### config.mk
export PLATFORM = sky130hd
export DESIGN_NAME = controle_multiciclo
export DESIGN_NICKNAME = d
export VERILOG_FILES = /design/src/rtl/controle_multiciclo.sv
export SDC_FILE = /design/constraint.sdc
export NUM_CORES = 1
export LEC_CHECK = 0
export BUFFER_PORTS_ARGS = -buffer_cell sky130_fd_sc_hd__buf_2
export CAP_MARGIN = 5
export CELL_PAD_IN_SITES_DETAIL_PLACEMENT = 2
export CELL_PAD_IN_SITES_GLOBAL_PLACEMENT = 2
export CORE_MARGIN = 2
export CORE_UTILIZATION = 22
export DETAILED_ROUTE_END_ITERATION = 10
export PLACE_DENSITY = 0.78
export SLEW_MARGIN = 0
export SYNTH_ARGS = -nofsm -noshare
export SYNTH_HDL_FRONTEND = slang
export SYNTH_SLANG_ARGS = --single-unit
### constraint.sdc
create_clock -name clk -period 1.9 [get_ports clk]
set_input_delay 0.095 -clock clk [delete_from_list [all_inputs] [get_ports clk]]
set_output_delay 0.095 -clock clk [all_outputs]
set_load 0.005 [all_outputs]
### src/rtl/controle_multiciclo.sv
`default_nettype none
// ============================================================================
// Module   : controle_multiciclo
// Purpose  : Multicycle control FSM for the RV64I-subset datapath. Sequences
//            fetch / decode / execute / memory / write-back and decodes every
//            datapath enable and mux select from the current state.
// Revision : 1.0 - initial release
// ============================================================================
module controle_multiciclo #(
  parameter int MEM_WAIT_CYCLES = 1
) (
  input  logic        clk,
  input  logic        reset,
  input  logic [31:0] instr,
  input  logic        alu_zero,
  output logic        pc_write,
  output logic        ir_write,
  output logic        alu_out_write,
  output logic        reg_write,
  output logic        mem_write,
  output logic        iord,
  output logic [3:0]  imm_sel,
  output logic        alu_src_a,
  output logic [1:0]  alu_src_b,
  output logic [1:0]  alu_op,
  output logic [1:0]  wb_sel,
  output logic [1:0]  pc_src,
  output logic [3:0]  state_o,
  output logic        instr_retired,
  output logic        illegal
);

  typedef enum logic [3:0] {
    S_FETCH      = 4'd0,
    S_FETCH_WAIT = 4'd1,
    S_DECODE     = 4'd2,
    S_EXEC_R     = 4'd3,
    S_EXEC_I     = 4'd4,
    S_ADDR       = 4'd5,
    S_MEM_RD     = 4'd6,
    S_MEM_WAIT   = 4'd7,
    S_WB_MEM     = 4'd8,
    S_WB_ALU     = 4'd9,
    S_MEM_WR     = 4'd10,
    S_BRANCH     = 4'd11,
    S_LUI        = 4'd12,
    S_JAL        = 4'd13,
    S_JALR       = 4'd14,
    S_ILLEGAL    = 4'd15
  } state_t;

  localparam logic [6:0] OP_R      = 7'b0110011;
  localparam logic [6:0] OP_I      = 7'b0010011;
  localparam logic [6:0] OP_LOAD   = 7'b0000011;
  localparam logic [6:0] OP_STORE  = 7'b0100011;
  localparam logic [6:0] OP_BRANCH = 7'b1100011;
  localparam logic [6:0] OP_LUI    = 7'b0110111;
  localparam logic [6:0] OP_JAL    = 7'b1101111;
  localparam logic [6:0] OP_JALR   = 7'b1100111;

  localparam logic [3:0] IMM_I  = 4'd0;
  localparam logic [3:0] IMM_S  = 4'd1;
  localparam logic [3:0] IMM_SB = 4'd2;
  localparam logic [3:0] IMM_U  = 4'd3;
  localparam logic [3:0] IMM_UJ = 4'd4;

  // Terminal count of the memory wait counter (shared by fetch and load).
  localparam logic [3:0] LAST_WAIT = 4'(MEM_WAIT_CYCLES - 1);

  state_t     state, state_next;
  logic [3:0] wait_cnt, wait_cnt_next;
  logic [6:0] opcode;
  logic [2:0] funct3;
  logic       branch_taken;
  logic       unused_instr_bits;

  assign opcode  = instr[6:0];
  assign funct3  = instr[14:12];
  assign state_o = state;
  // Register/immediate fields belong to the datapath, not to this controller.
  assign unused_instr_bits = ^{instr[31:15], instr[11:7]};

  // Only beq (000) and bne (001) reach BRANCH; other funct3 are trapped in DECODE.
  assign branch_taken = ((funct3 == 3'b000) &&  alu_zero) ||
                        ((funct3 == 3'b001) && !alu_zero);

  // State and wait counter; reset forces FETCH with no pending writes.
  always_ff @(posedge clk or negedge reset) begin
    if (!reset) begin
      state    <= S_FETCH;
      wait_cnt <= 4'd0;
    end else begin
      state    <= state_next;
      wait_cnt <= wait_cnt_next;
    end
  end

  // Next-state selection and Moore-style output decode (pc_src in BRANCH follows alu_zero).
  always_comb begin
    state_next    = state;
    wait_cnt_next = wait_cnt;
    pc_write      = 1'b0;
    ir_write      = 1'b0;
    alu_out_write = 1'b0;
    reg_write     = 1'b0;
    mem_write     = 1'b0;
    iord          = 1'b0;
    imm_sel       = IMM_I;
    alu_src_a     = 1'b0;
    alu_src_b     = 2'd0;
    alu_op        = 2'd0;
    wb_sel        = 2'd0;
    pc_src        = 2'd0;
    instr_retired = 1'b0;
    illegal       = 1'b0;
    case (state)
      S_FETCH: begin
        wait_cnt_next = 4'd0;
        state_next    = S_FETCH_WAIT;
      end
      S_FETCH_WAIT: begin
        wait_cnt_next = wait_cnt + 4'd1;
        if (wait_cnt == LAST_WAIT) begin
          ir_write   = 1'b1;
          state_next = S_DECODE;
        end
      end
      S_DECODE: begin
        // Speculative PC + imm into ALUOut serves as the branch/jal target.
        alu_src_b     = 2'd1;
        alu_out_write = 1'b1;
        if (opcode == OP_BRANCH)   imm_sel = IMM_SB;
        else if (opcode == OP_JAL) imm_sel = IMM_UJ;
        case (opcode)
          OP_R:      state_next = S_EXEC_R;
          OP_I:      state_next = S_EXEC_I;
          OP_LOAD,
          OP_STORE:  state_next = S_ADDR;
          OP_BRANCH: state_next = (funct3[2:1] == 2'b00) ? S_BRANCH : S_ILLEGAL;
          OP_LUI:    state_next = S_LUI;
          OP_JAL:    state_next = S_JAL;
          OP_JALR:   state_next = S_JALR;
          default:   state_next = S_ILLEGAL;
        endcase
      end
      S_EXEC_R: begin
        alu_src_a     = 1'b1;
        alu_op        = 2'd2;
        alu_out_write = 1'b1;
        state_next    = S_WB_ALU;
      end
      S_EXEC_I: begin
        alu_src_a     = 1'b1;
        alu_src_b     = 2'd1;
        alu_op        = 2'd2;
        alu_out_write = 1'b1;
        state_next    = S_WB_ALU;
      end
      S_ADDR: begin
        alu_src_a     = 1'b1;
        alu_src_b     = 2'd1;
        alu_out_write = 1'b1;
        imm_sel       = (opcode == OP_STORE) ? IMM_S : IMM_I;
        state_next    = (opcode == OP_STORE) ? S_MEM_WR : S_MEM_RD;
      end
      S_MEM_RD: begin
        iord          = 1'b1;
        wait_cnt_next = 4'd0;
        state_next    = S_MEM_WAIT;
      end
      S_MEM_WAIT: begin
        iord          = 1'b1;
        wait_cnt_next = wait_cnt + 4'd1;
        if (wait_cnt == LAST_WAIT) state_next = S_WB_MEM;
      end
      S_WB_MEM: begin
        reg_write = 1'b1; wb_sel = 2'd1; pc_write = 1'b1; pc_src = 2'd2;
        instr_retired = 1'b1; state_next = S_FETCH;
      end
      S_WB_ALU: begin
        reg_write = 1'b1; wb_sel = 2'd0; pc_write = 1'b1; pc_src = 2'd2;
        instr_retired = 1'b1; state_next = S_FETCH;
      end
      S_MEM_WR: begin
        iord = 1'b1; mem_write = 1'b1; pc_write = 1'b1; pc_src = 2'd2;
        instr_retired = 1'b1; state_next = S_FETCH;
      end
      S_BRANCH: begin
        alu_src_a = 1'b1; alu_op = 2'd1; pc_write = 1'b1;
        pc_src    = branch_taken ? 2'd1 : 2'd2;
        instr_retired = 1'b1; state_next = S_FETCH;
      end
      S_LUI: begin
        imm_sel = IMM_U; reg_write = 1'b1; wb_sel = 2'd2; pc_write = 1'b1; pc_src = 2'd2;
        instr_retired = 1'b1; state_next = S_FETCH;
      end
      S_JAL: begin
        reg_write = 1'b1; wb_sel = 2'd3; pc_write = 1'b1; pc_src = 2'd1;
        instr_retired = 1'b1; state_next = S_FETCH;
      end
      S_JALR: begin
        alu_src_a = 1'b1; alu_src_b = 2'd1;
        reg_write = 1'b1; wb_sel = 2'd3; pc_write = 1'b1; pc_src = 2'd3;
        instr_retired = 1'b1; state_next = S_FETCH;
      end
      default: begin
        // ILLEGAL: absorbing, nothing written until reset.
        illegal    = 1'b1;
        state_next = S_ILLEGAL;
      end
    endcase
  end

endmodule
`default_nettype wire

After elaboration in Yosys (flattened, before gate mapping)
Cells that the tools add are included.
Operators by class
  add/sub/neg operators: 1
  multiply operators: 0
  div/mod/pow operators: 0
  $lt $le $gt $ge: 0
  equal/unequal tests: 25
  shifts and indexed selects: 0
  muxes and demuxes: 25
  bitwise logic cells: 0
  reductions and logical operators: 23
Operators by type and width (number)
  $pmux W4 S8: 1
  $eq A4 B4 Y1 const B: 7
  $pmux W4 S7: 1
  $eq A7 B6 Y1 const B: 3
  $eq A7 B7 Y1 const B: 3
  $eq A4 B3 Y1 const B: 4
  $reduce_or A15 Y1: 1
  $mux W4: 3
  $reduce_or A4 Y1: 3
  $mux W1: 11
  $reduce_or A2 Y1: 5
  $reduce_or A5 Y1: 2
  $mux W3: 3
  $pmux W3 S3: 1
  $eq A4 B2 Y1 const B: 2
  $logic_not A4 Y1: 2
  $pmux W2 S4: 1
  $pmux W4 S2: 1
  $eq A7 B2 Y1 const B: 1
  $eq A7 B5 Y1 const B: 1
  $reduce_or A7 Y1: 1
  $pmux W2 S3: 1
  $add A4 B1 Y4 const B: 1
  $eq A4 B1 Y1 const B: 1
  12 further kinds: 14
Storage, ports and cells
  register bits: 8
  bits in latches: 0
  RAM bits: 0
  bits in read-only memories: 0
  input bits: 35
  output and inout bits: 25
  logic and storage cells: 76
  memories: 0

Logic depth before layout (Yosys ltp)
Gate-level depths: netlist of the first run.
  depth in word-level cells: 5
  depth in mapped cells: 6
  mapped depth without buffers: 6

Least setup slack after synthesis of the first run
Ideal clock, no wire load.
  kind: reg2reg
  start point: register wait_cnt[0]
  end point: register state[2], in the netlist state_o[2]
  library setup time: 0.139 ns
  arrival time: 1.389 ns
  data required time: 1.761 ns
  path slack: 0.371 ns
  stages on the path, launching flop included: 7
  path buffers: 0
  period minus slack after synthesis: 1.529 ns
  path through: dfrtp_1 inv_1 ha_1 nor3b_4 nand2_1 a222oi_1 o32ai_1
Between the ends
  word-level cells in the longest chain between the ends: 3
  elaborated cells between the ends (all ways): 4
  classes of those cells: eq/ne: 2; reduce/logical: 2
RTL lines
  start: declaration: RTL line 71  | logic [3:0] wait_cnt, wait_cnt_next;
  start signal: assignment: RTL line 94  | wait_cnt <= wait_cnt_next;
  $logic_not A4 Y1 (*): RTL line 123, 174
  $ne A2 B2 Y1 (no line)
  $reduce_and A2 Y1 (no line) (*)
  end signal: assignment: RTL line 93  | state <= state_next;
  end: declaration: RTL line 70  | state_t state, state_next;
Every way passes the cells marked *; elsewhere a longest branch is shown, timed or not.
A chain may end at the register's enable or synchronous reset.

Worst setup path in the final report of the first run
  start point: register state[3], in the netlist state_o[3]
  end point: output imm_sel[1]
Between the ends
  word-level cells in the longest chain between the ends: 2
  elaborated cells between the ends (all ways): 4
  classes of those cells: eq/ne: 3; mux: 1
RTL lines
  $eq A4 B4 Y1 (tied with other cells): RTL line 116  | case (state)
  $pmux W3 S3 (*): RTL line 116
  end: declaration: RTL line 22  | output logic [3:0] imm_sel,
Marks and branches as above.

==> metrics.md, run 1 <==
| Metric | Value |
|---|---|
| Outcome | `complete, no violations` |
| CTS H-Tree Depth | `1` |
| Slew Limit Fails | `0` |
| Multiplexer share of the synthesized area | `between 3 and 4%` |
| Residual overflow from global routing | `0` |
| Post-route core utilization | `between 20% and 30%` |
| Flops & latches, synth | `8` |
| Critical Path RT | `between 1.5 and 2 ns` |
| Final hold slack | `approximately 0.24 ns` |
| Die ar. | `approximately 5200 um2` |
| Peak Freq | `558 MHz` |
| Avg WL per Cell | `between 15 and 20 um` |
| Area of the mapped netlist | `1020 um2` |
| Overall via count from detail_route | `roughly 1200` |
| Post-Syn Instances | `approximately 140` |
| Count of flip-flops with a built-in enable after synthesis | `0` |
| Die span in y | `between 70 and 80 um` |
| Crit path arrival time | `roughly 1.7 ns` |
| Asr flop ratio synth | `100%` |
| Number of warnings printed during yosys synthesis | `0` |
| VDD IR-drop max | `approximately 290 uV` |
| Share of the synthesized netlist area taken by xor and xnor gates | `under 10%` |
| Worst hold path class | `primary input to async pin` |
| Total power divided by cell area | `about 1500 nW/um2` |
| Remaining antenna violation count | `0` |
| Clk slew on worst S/H paths | `about 0.040 ns` |
| Clock buffer count from CTS | `3` |
| Number of distinct standard cells referenced by the synthesized netlist | `51` |
| Type of the worst setup path | `flip-flop to output pin` |
| Seq/Total Area, Yosys | `19.6%` |
| Floorplan row count | `24` |
| Setup repair after global routing missed its margin | `no` |
| DRC violations left | `0` |
| Number of optimization iterations in the first detailed-route pass | `4` |
| Post-DP HPWL | `between 2000 and 3000 um` |
| Final-report setup violation count | `0` |
| Core outline area | `roughly 4400 um2` |
| Drt via density | `~5.2` |
| Synth cell count leaders | `14 x sky130_fd_sc_hd__nor2_1, 12 x sky130_fd_sc_hd__nand2_1, 9 x sky130_fd_sc_hd__a21oi_1, 8 x sky130_fd_sc_hd__dfrtp_1, 8 x sky130_fd_sc_hd__nand2b_1` |
| Post-layout net count | `~210` |
| Cell type contributing the most total cell area after synthesis | `sky130_fd_sc_hd__dfrtp_1` |
| Setup tns final | `0 ns` |
| Antenna fix cells | `0` |
| Initial antenna violation count | `0` |
| Number of violations of the max-capacitance limit | `0` |
| Clock insertion delay at the later pin of the skew report | `0.23 ns` |
| Fill count | `533` |
| Dominant cell by count in the synthesized netlist | `sky130_fd_sc_hd__nor2_1` |
| Global-route usage over all layers | `roughly 14%` |
| Post-route clock period utilization | `between 90 and 100%` |
| Max Root-Sink Buffers | `2` |
| Kind of capture point of the worst setup path | `output pin` |
| Count of pins on the block boundary | `60` |
| Sinks on Clock Net | `8` |
| Commonest register cell after synthesis | `sky130_fd_sc_hd__dfrtp_1` |
| Area grow syn2layout | `29.4%` |
| Total length of routed wires | `about 3700 um` |
| Share of the synthesized area in the top cell type | `between 10% and 20%` |
| Number of port buffers | `35` |
| Effective utilization at floorplan | `between 20% and 30%` |
| Leak pwr | `~0.61 nW` |
| Vias in the first global route | `about 1200` |
| Mean post-synth cell area | `7.56 um2` |
| First-pass GRT wire length | `approximately 6000 um` |
| Master cell of the clock root buffer | `sky130_fd_sc_hd__clkbuf_8` |
| Detailed Route Iter0 Violations | `between 40 and 50` |
| Floorplan die width | `72.1 um` |
| Share of layout cells above drive strength 1 | `a little over a third` |
| Compound-gate portion of the synthesized area | `between 20% and 30%` |
| Final hold violation count | `0` |
| Final period demand of the worst path | `1.79 ns` |
| Type of origin of the critical path | `flip-flop` |
| Post-Route Skew | `about 0.0052 ns` |
| Pin count of the biggest net entering global routing | `13` |
| Synth Area in Simple Gates | `about 36%` |
| Global placement routability congestion | `between 0.7 and 0.8` |
| Largest family of logic cells by synthesized area | `simple AND/OR/NAND/NOR gates` |
| Clock tree from TritonCTS | `built` |
| Maximum fanout encountered on the critical timing path | `9` |
| Cell types with the largest area share after synthesis | `sky130_fd_sc_hd__dfrtp_1 20%, sky130_fd_sc_hd__nor2_1 5.1%, sky130_fd_sc_hd__nand2b_1 4.9%, sky130_fd_sc_hd__a21oi_1 4.4%, sky130_fd_sc_hd__nand2_1 4.4%` |
| Synth Area in Adders | `roughly 2.5%` |
-- cells by family (layout without fill, tap and decap cells) --
group	Yosys count	in the layout
other	1	2
AO/OA/AOI/OAI	36	36
flip-flops	8	8
adder cells (fa/ha/maj)	2	2
AND/OR/NAND/NOR	65	65
XOR/XNOR	3	3
multiplexers	3	3
buffers and inverters	17	56
-- routing by layer --
metal | wire, um | global-route usage (%) | vias up
met1 | 1750 | 20.3 | 576
met3 | 124 | 2.08 | 4
met4 | 25 | 2.52 | 0
met5 | 0 | 0 | -
met2 | 1770 | 23.9 | 24
li1 | - | - | 573
-- state kept, by name (all words and copies together), names as in the netlist --
name / flops
state_o: 4
wait_cnt: 4
-- path summary, 6_finish.rpt --
| check | start | end | slack (ns) | depth (start not counted) |
|---|---|---|---|---|
| max | state_o[3] | imm_sel[1] | 0.11 | 5 |
| min | reset | wait_cnt[2] | 0.24 | 2 |
| max reg2reg | wait_cnt[0] | state_o[2] | 0.18 | 7 |
| min reg2reg | wait_cnt[1] | wait_cnt[1] | 0.54 | 2 |
| max in group asynchronous | reset | state_o[2] | 1.47 | 2 |
| min in group clk | instr[0] | state_o[3] | 0.30 | 4 |
-- power breakdown --
part	switching [mW]	internal [mW]	total [mW]	leakage, nW
Sequential	0.148	0.251	0.399	0.0987
Combinational	0.732	0.665	1.40	0.491
Clock	0.0688	0.137	0.206	0.0216
-- placed cells by master, fill, tap and decap left out, types with 3 or more instances in the layout --
cell type                   n
sky130_fd_sc_hd__o21ai_0    7
sky130_fd_sc_hd__a21oi_1    9
sky130_fd_sc_hd__a22o_1     3
sky130_fd_sc_hd__or3_1      3
sky130_fd_sc_hd__buf_4     12
sky130_fd_sc_hd__nor3_1     4
sky130_fd_sc_hd__clkbuf_8   3
sky130_fd_sc_hd__nor2_1    14
sky130_fd_sc_hd__nand2b_1   8
sky130_fd_sc_hd__inv_1      5
sky130_fd_sc_hd__buf_2     35
sky130_fd_sc_hd__dfrtp_1    5
sky130_fd_sc_hd__nand2_1   12
sky130_fd_sc_hd__dfrtp_2    3
sky130_fd_sc_hd__nor4_1     4
-- cell type report --
cell class                      count  area, um2  area share, %
Clock buffer                        3       41.3           3.12
Inverter                            5       18.8           1.42
Sequential cell                     8        204           15.4
Multi-Input combinational cell    111        717           54.3
Tap cell                           52       65.1           4.92
Timing Repair Buffer               48        275           20.8
-- worst max-delay path: stages, from the launching register on --
cell,delay [ns]
sky130_fd_sc_hd__dfrtp_2,0.47
sky130_fd_sc_hd__or2_4,0.28
sky130_fd_sc_hd__or3_1,0.33
sky130_fd_sc_hd__o22ai_1,0.13
sky130_fd_sc_hd__nor2b_2,0.15
sky130_fd_sc_hd__buf_2,0.11
-- stage by stage --
stage	std cells	total power, mW	instance area, um2	setup slack [ns]
global placement	220	1.70	1240	0.226
CTS	224	1.97	1290	0.00983
finish	227	2.00	1320	0.107
global route	227	2.20	1320	0.0115
floorplan	136	1.25	1020	0.371
detailed placement	220	1.74	1240	0.197
-- timing repair --
action                                 in CTS  in global routing
gates resized for setup                     1                  5
buffers inserted                            0                  3
hold buffers                                1                  0
endpoints found under the hold margin       8                  0
setup endpoints to repair                   1                  3
(Power assumes the default switching activity.)
==> run 2: changes to the inputs <==
Settings changed: CORE_ASPECT_RATIO from default to 0.75, CORE_UTILIZATION 22 to 23, CTS_BUF_LIST from default to sky130_fd_sc_hd__clkbuf_4 sky130_fd_sc_hd__clkbuf_8, PLACE_DENSITY 0.78 to 0.81.
==> run 2 against run 1 <==
  * First-iteration DRC count is 98% higher
  * Critical path depth unchanged
  * Sequential cell count unchanged
  * Clock power decreased by 2%
  * Worst setup slack better by 0.0044 ns
  * Utilization is 1.5 points higher
  * Largest power group unchanged
  * Fmax rose by 0.25%
  * Combinational power decreased by 5%
  * Cell count did not move
  * Power shrank 2.9%
  * Register-to-register slack barely moved
  * Die area down 4.0%
==> metrics.md, run 2 (synthesis results as in run 1) <==
| Metric | Value |
|---|---|
| Detailed Route Iter0 Violations | `83 (+98%)` |
| R2R Setup Slk | `0.18 ns (about the same)` |
| Initial antenna violation count | `0 (unchanged)` |
| Post-Route Skew | `0.00229 ns (-0.00290 ns)` |
| Residual overflow from global routing | `0 (unchanged)` |
| Die span in y | `61.7 um (-14%)` |
| Kind of capture point of the worst setup path | `output pin` |
| Global-route usage over all layers | `16.3% (+1.8 points)` |
| Post-layout net count | `211 (-1.4%)` |
| First-pass GRT wire length | `6290 um (+4.9%)` |
| Critical Path RT | `1.80 ns (about the same)` |
| End point of the critical path | `imm_sel[1]` |
| Effective utilization at floorplan | `24.6% (+1.4 points)` |
| Count of pins on the block boundary | `60 (unchanged)` |
| Final hold slack | `0.245 ns (+0.00718 ns)` |
| Worst-case setup slack after placement | `0.151 ns (-0.0467 ns)` |
| Setup tns final | `0 ns (unchanged)` |
| Post-CTS Setup Repair Bufs | `0 (unchanged)` |
| Type of the worst setup path | `flip-flop to output pin` |
| CP max-delay cell | `sky130_fd_sc_hd__dfrtp_2` |
| Remaining antenna violation count | `0 (unchanged)` |
| Total power divided by cell area | `1490 nW/um2 (-1.6%)` |
| Vias in the first global route | `1235 (+0.98%)` |
| WP depth | `5 (unchanged)` |
| Slowest cell delay on critical path | `0.49 ns (+0.02 ns)` |
| Post-route clock period utilization | `94.1% (-0.23 points)` |
| Avg WL per Cell | `16.4 um (+1.5%)` |
| Final-report setup violation count | `0 (unchanged)` |
| Most frequent standard cell in the layout excluding fill and tap cells | `sky130_fd_sc_hd__buf_2` |
| Setup repair after global routing missed its margin | `no` |
| Pin count of the biggest net entering global routing | `14 (+1)` |
| Drt via density | `5.14 (-0.93%)` |
| Max Root-Sink Buffers | `2 (unchanged)` |
| DRC violations left | `0 (unchanged)` |
| Maximum fanout encountered on the critical timing path | `12 (+3)` |
| Antenna fix cells | `0 (unchanged)` |
| Final hold violation count | `0 (unchanged)` |
| Leak pwr | `0.600 nW (-1.9%)` |
| Peak Freq | `559 MHz (+0.25%)` |
| Final period demand of the worst path | `1.79 ns (-0.00442 ns)` |
| Number of port buffers | `35 (unchanged)` |
| Post-DP HPWL | `2920 um (-1.8%)` |
| Sinks on Clock Net | `8 (unchanged)` |
| Total length of routed wires | `3730 um (+1.5%)` |
| Number of violations of the max-capacitance limit | `0 (unchanged)` |
| VDD IR-drop max | `340 uV (+17%)` |
| Standard cell area after detailed placement | `1240 um2 (+0.30%)` |
| Reg-to-Reg Start | `wait_cnt[0]` |
| Crit path arrival time | `1.69 ns (about the same)` |
| Area grow syn2layout | `27.7%` |
| Final setup margin | `0.111 ns (+0.00442 ns)` |
| Clk slew on worst S/H paths | `0.04 ns (about the same)` |
| Final std cell area, no fill | `1300 um2 (-1.3%)` |
| Worst hold path class | `primary input to async pin` |
| Core outline area | `4150 um2 (-5.9%)` |
| Slew Limit Fails | `0 (unchanged)` |
| Clock tree from TritonCTS | `built` |
| Die ar. | `4990 um2 (-4.0%)` |
| Critical path buffers and inverters | `1 (unchanged)` |
| Launching instance or port of the critical path | `state_o[2]` |
| Floorplan row count | `20 (-17%)` |
| Global placement routability congestion | `0.841 (+6.6%)` |
| Cells along the critical path | `or2_0, or3_1, o22ai_1, nor2b_1, buf_2` |
| Overall via count from detail_route | `1166 (-0.93%)` |
| Clock insertion delay at the later pin of the skew report | `0.23 ns (about the same)` |
| Clock buffer count from CTS | `3 (unchanged)` |
| Cell type group with the largest total delay on the critical path | `simple AND/OR/NAND/NOR gates` |
| Master cell of the clock root buffer | `sky130_fd_sc_hd__clkbuf_8` |
| CTS H-Tree Depth | `1 (unchanged)` |
| Floorplan die width | `80.9 um (+12%)` |
| Capture instance of the worst register-to-register path | `state_o[2]` |
| Number of optimization iterations in the first detailed-route pass | `4 (unchanged)` |
| Outcome | `complete, no violations` |
| Type of origin of the critical path | `flip-flop` |
| Share of layout cells above drive strength 1 | `34.3% (-2.3 points)` |
| Length in cells of the worst reg-to-reg path | `6 (-1)` |
| Commonest cells after routing, fill and taps aside | `35 x sky130_fd_sc_hd__buf_2, 14 x sky130_fd_sc_hd__nor2_1, 12 x sky130_fd_sc_hd__nand2_1` |
-- run 2: cell type report --
cell class	instances	area, um2
timing repair buffer	45	253
sequential	8	203
fill	503	2850
tap	55	68.8
clock buffer	3	41.3
multi-input combinational	111	719
inverter	5	18.8
-- run 2: worst register-to-register path, cell delays in order (launching register included) --
cell and delay [ns]:
sky130_fd_sc_hd__dfrtp_1 0.42, sky130_fd_sc_hd__inv_1 0.08, sky130_fd_sc_hd__ha_1 0.15, sky130_fd_sc_hd__nor3b_4 0.28, sky130_fd_sc_hd__nand2_1 0.13, sky130_fd_sc_hd__a222oi_1 0.35
sky130_fd_sc_hd__o32ai_1 0.16
-- run 2: how the worst min path moves through the flow --
stage / end / slack [ns] / depth (start not counted)
finish: wait_cnt[3] / 0.25 / 2
global route: wait_cnt[2] / 0.26 / 2
CTS: wait_cnt[3] / 0.24 / 2
detailed placement: wait_cnt[3] / -0.05 / 1
global placement: wait_cnt[2] / -0.06 / 1
floorplan: state_o[0] / -0.20 / 0
-- run 2: routing by layer --
| metal | global-route usage (%) | part of all wire [%] | vias up |
|---|---|---|---|
| li1 | - | - | 567 |
| met1 | 22.5 | 49 | 569 |
| met2 | 28.2 | 47 | 30 |
| met3 | 1.73 | 3.6 | 0 |
| met4 | 2.91 | 0 | 0 |
| met5 | 0 | 0 | - |
-- run 2: metrics by stage --
stage	total power [mW]	utilization, %	cells
6_report	1.95	31.4	227
5_1_grt	2.16	31.4	227
4_1_cts	1.97	31.3	227
3_5_place_dp	1.73	29.9	223
3_3_place_gp	1.65	29.9	223
2_1_floorplan	1.25	-	136
-- run 2: power breakdown --
| part | internal (mW) | switching, mW | leakage, nW | total [mW] |
|---|---|---|---|---|
| sequential | 0.249 | 0.161 | 0.100 | 0.410 |
| clock | 0.137 | 0.0638 | 0.0216 | 0.201 |
| combinational | 0.610 | 0.724 | 0.478 | 1.33 |
| total | 0.996 | 0.949 | 0.600 | 1.95 |
-- run 2: repair_timing --
action / CTS / global route
gates resized for setup: 2 / 2
hold endpoints to repair: 8 / 0
hold buffers: 1 / 0
setup endpoints to repair: 1 / 2
gates cloned: 0 / 0
pin swaps: 0 / 0
==> run 3: changes to the inputs <==
Settings changed: ABC_AREA from default to 1, CORE_UTILIZATION 23 to 19.
==> run 3 against run 2 <==
  * Area after synthesis shrank 14%
  * Global-route usage shrank 3.9 points
  * Register-to-register slack gained 0.32 ns
  * Cell count grew 10%
  * Sequential power shrank 58%
  * Sequential share of layout area grew 1.8 points
  * Worst setup slack gained 0.10 ns
  * Critical endpoint is now pc_src[1]
  * Wire length shrank 17%
  * Die area grew 3.6%
  * Power shrank 78%
  * Largest power group is now the clock network
  * Cell area shrank 11%
  * Via count shrank 4.4%
==> metrics.md, run 3 <==
| Metric | Value |
|---|---|
| Outcome | `complete, no violations` |
| Final-report setup violation count | `0 (unchanged)` |
| CTS resizes | `0 (-2)` |
| Sinks on Clock Net | `8 (unchanged)` |
| Maximum fanout encountered on the critical timing path | `5 (-7)` |
| Mean post-synth cell area | `5.61 um2 (-26%)` |
| Final hold slack | `0.258 ns (+0.0127 ns)` |
| Clock tree from TritonCTS | `built` |
| Post-route clock period utilization | `88.9% (-5.2 points)` |
| Overall via count from detail_route | `1115 (-4.4%)` |
| R2R Setup Slk | `0.50 ns (+0.32 ns)` |
| Max Root-Sink Buffers | `2 (unchanged)` |
| Critical Path RT | `1.80 ns (about the same)` |
| Post-DP HPWL | `2700 um (-7.3%)` |
| Floorplan row count | `21 (+5.0%)` |
| Uppermost layer routed | `met4` |
| Standard cell area after detailed placement | `1100 um2 (-11%)` |
| Worst-case setup slack after placement | `0.422 ns (+0.271 ns)` |
| DRC violations left | `0 (unchanged)` |
| Critical path buffers and inverters | `3 (+2)` |
| Clk slew on worst S/H paths | `0.04 ns (about the same)` |
| First-pass GRT wire length | `5110 um (-19%)` |
| Asr flop ratio synth | `100% (unchanged)` |
| Dominant cell by count in the synthesized netlist | `sky130_fd_sc_hd__nand2_1` |
| CP max-delay cell | `sky130_fd_sc_hd__dfrtp_1` |
| Area occupied by multi-input gates | `552 um2 (-23%)` |
| Vias in the first global route | `1105 (-11%)` |
| Pin count of the biggest net entering global routing | `9 (-5)` |
| Overall Power | `423 uW (-78%)` |
| Cell type group with the largest total delay on the critical path | `simple AND/OR/NAND/NOR gates` |
| Number of violations of the max-capacitance limit | `0 (unchanged)` |
| Reg-to-Reg Start | `state_o[2]` |
| Drt via density | `4.46 (-13%)` |
| Synth cell count leaders | `46 x sky130_fd_sc_hd__nand2_1, 27 x sky130_fd_sc_hd__nor2_1, 22 x sky130_fd_sc_hd__inv_1, 8 x sky130_fd_sc_hd__dfrtp_1, 8 x sky130_fd_sc_hd__nand3_1` |
| Die span in y | `62.8 um (+1.8%)` |
| Cells along the critical path | `inv_1, nor2_1, inv_1, nor2_1, nand2_1, o211ai_1, buf_2` |
| Number of port buffers | `35 (unchanged)` |
| Slew Limit Fails | `0 (unchanged)` |
| Antenna fix cells | `0 (unchanged)` |
| Share of layout cells above drive strength 1 | `26.9% (-7.4 points)` |
| Core outline area | `4440 um2 (+6.9%)` |
| Final setup margin | `0.211 ns (+0.0996 ns)` |
| Commonest cells after routing, fill and taps aside | `46 x sky130_fd_sc_hd__nand2_1, 35 x sky130_fd_sc_hd__buf_2, 27 x sky130_fd_sc_hd__nor2_1` |
| Share of the synthesized area in the top cell type | `22.9% (+3.2 points)` |
| Leak pwr | `0.652 nW (+8.7%)` |
| CTS H-Tree Depth | `1 (unchanged)` |
| Setup tns final | `0 ns (unchanged)` |
| Floorplan die width | `82.4 um (+1.8%)` |
| Footprint of the flip-flops and latches | `200 um2 (-1.2%)` |
| Fill count | `557 (+11%)` |
| Count of pins on the block boundary | `60 (unchanged)` |
| Count of flip-flops with a built-in enable after synthesis | `0 (unchanged)` |
| Global-route usage over all layers | `12.3% (-3.9 points)` |
| Slowest cell delay on critical path | `0.43 ns (-0.06 ns)` |
| Post-Route Skew | `0.00264 ns (+0.000347 ns)` |
| Clock insertion delay at the later pin of the skew report | `0.23 ns (about the same)` |
| Total power divided by cell area | `367 nW/um2 (-75%)` |
| Global placement routability congestion | `0.778 (-7.5%)` |
| Number of optimization iterations in the first detailed-route pass | `4 (unchanged)` |
| Flops & latches, synth | `8 (unchanged)` |
| Cell types with the largest area share after synthesis | `sky130_fd_sc_hd__dfrtp_1 23%, sky130_fd_sc_hd__nand2_1 20%, sky130_fd_sc_hd__nor2_1 12%, sky130_fd_sc_hd__inv_1 9.4%, sky130_fd_sc_hd__nand3_1 4.6%` |
| Commonest register cell after synthesis | `sky130_fd_sc_hd__dfrtp_1` |
| Post-Layout Cell Count | `250 (+10%)` |
| Final period demand of the worst path | `1.69 ns (-0.0996 ns)` |
| Post-layout net count | `232 (+10%)` |
| Post-CTS Setup Repair Bufs | `0 (unchanged)` |
| Detailed route wirelength on metal3 | `137 um (+0.74%)` |
| Area of the mapped netlist | `876 um2 (-14%)` |
| Final std cell area, no fill | `1150 um2 (-11%)` |
| Type of the worst setup path | `flip-flop to output pin` |
| VDD IR-drop max | `175 uV (-48%)` |
| Number of warnings printed during yosys synthesis | `0 (unchanged)` |
| Most frequent standard cell in the layout excluding fill and tap cells | `sky130_fd_sc_hd__nand2_1` |
| Final hold violation count | `0 (unchanged)` |
| Crit path arrival time | `1.59 ns (-0.10 ns)` |
| Launching instance or port of the critical path | `state_o[3]` |
| Worst hold path class | `primary input to async pin` |
| Seq/Total Area, Yosys | `22.9% (+3.2 points)` |
| Residual overflow from global routing | `0 (unchanged)` |
| Effective utilization at floorplan | `19.7% (-4.9 points)` |
| Remaining antenna violation count | `0 (unchanged)` |
| Peak Freq | `592 MHz (+5.9%)` |
| Area grow syn2layout | `31.9%` |
| Clock buffer count from CTS | `3 (unchanged)` |
| Placed Instances | `246 (+10%)` |
| Post-Syn Instances | `156 (+16%)` |
| Cell type contributing the most total cell area after synthesis | `sky130_fd_sc_hd__dfrtp_1` |
| Hold-fix buffer count after cts | `1 (unchanged)` |
| Type of origin of the critical path | `flip-flop` |
| Post-route core utilization | `26.0% (-5.4 points)` |
| Setup repair after global routing missed its margin | `no` |
| Kind of capture point of the worst setup path | `output pin` |
| Wire length the detailed router placed on met1 | `1540 um (-17%)` |
| Avg WL per Cell | `12.4 um (-24%)` |
| Number of distinct standard cells referenced by the synthesized netlist | `25 (-51%)` |
| Die ar. | `5170 um2 (+3.6%)` |
| Master cell of the clock root buffer | `sky130_fd_sc_hd__clkbuf_8` |
| Detailed Route Iter0 Violations | `30 (-64%)` |
| Met2 Routed Length | `1420 um (-19%)` |
| Total length of routed wires | `3110 um (-17%)` |
| Initial antenna violation count | `0 (unchanged)` |
-- run 3: cell count changes in the layout (fill, tap and decap cells not counted), moves of 5 or more --
cell	change
sky130_fd_sc_hd__inv_1	+17
sky130_fd_sc_hd__nand2_1	+34
sky130_fd_sc_hd__buf_4	-9
sky130_fd_sc_hd__inv_2	+6
sky130_fd_sc_hd__nand3_1	+6
sky130_fd_sc_hd__a21oi_1	-5
sky130_fd_sc_hd__nand2b_1	-7
sky130_fd_sc_hd__nor2_1	+13
-- run 3: final cells by class --
class | instances | area share (%)
Multi-Input combinational cell | 118 | 47.8
Tap cell | 57 | 6.18
Sequential cell | 8 | 17.3
Clock buffer | 3 | 3.58
Timing Repair Buffer | 36 | 16.0
Inverter | 28 | 9.10
-- run 3: final timing paths --
| check | end | cells after the start |
|---|---|---|
| setup / recovery | pc_src[1] | 7 |
| hold / removal | wait_cnt[0] | 2 |
| setup reg to reg | state_o[3] | 5 |
| hold reg to reg | wait_cnt[3] | 2 |
| max in group asynchronous | state_o[0] | 2 |
| min in group clk | state_o[3] | 3 |
-- run 3: power breakdown --
group	leakage [nW]	switching (mW)	internal, mW
Clock	0.0216	0.0693	0.138
Sequential	0.0909	0	0.171
Combinational	0.540	0.0276	0.0179
-- run 3: metal layers --
metal	global-route usage, %	vias to the layer above
met5	0	-
met4	2.50	0
met3	1.45	2
met2	20.1	27
met1	17.3	532
li1	-	554
-- run 3: cells by family after synthesis --
group	synth area share (%)
other	0.428
AOI/OAI and AO/OA	12.9
DFF	22.9
buffers and inverters	14.6
and+or+nand+nor	44.4
adders and majority gates	2.86
xor gates and xnor gates	2.00
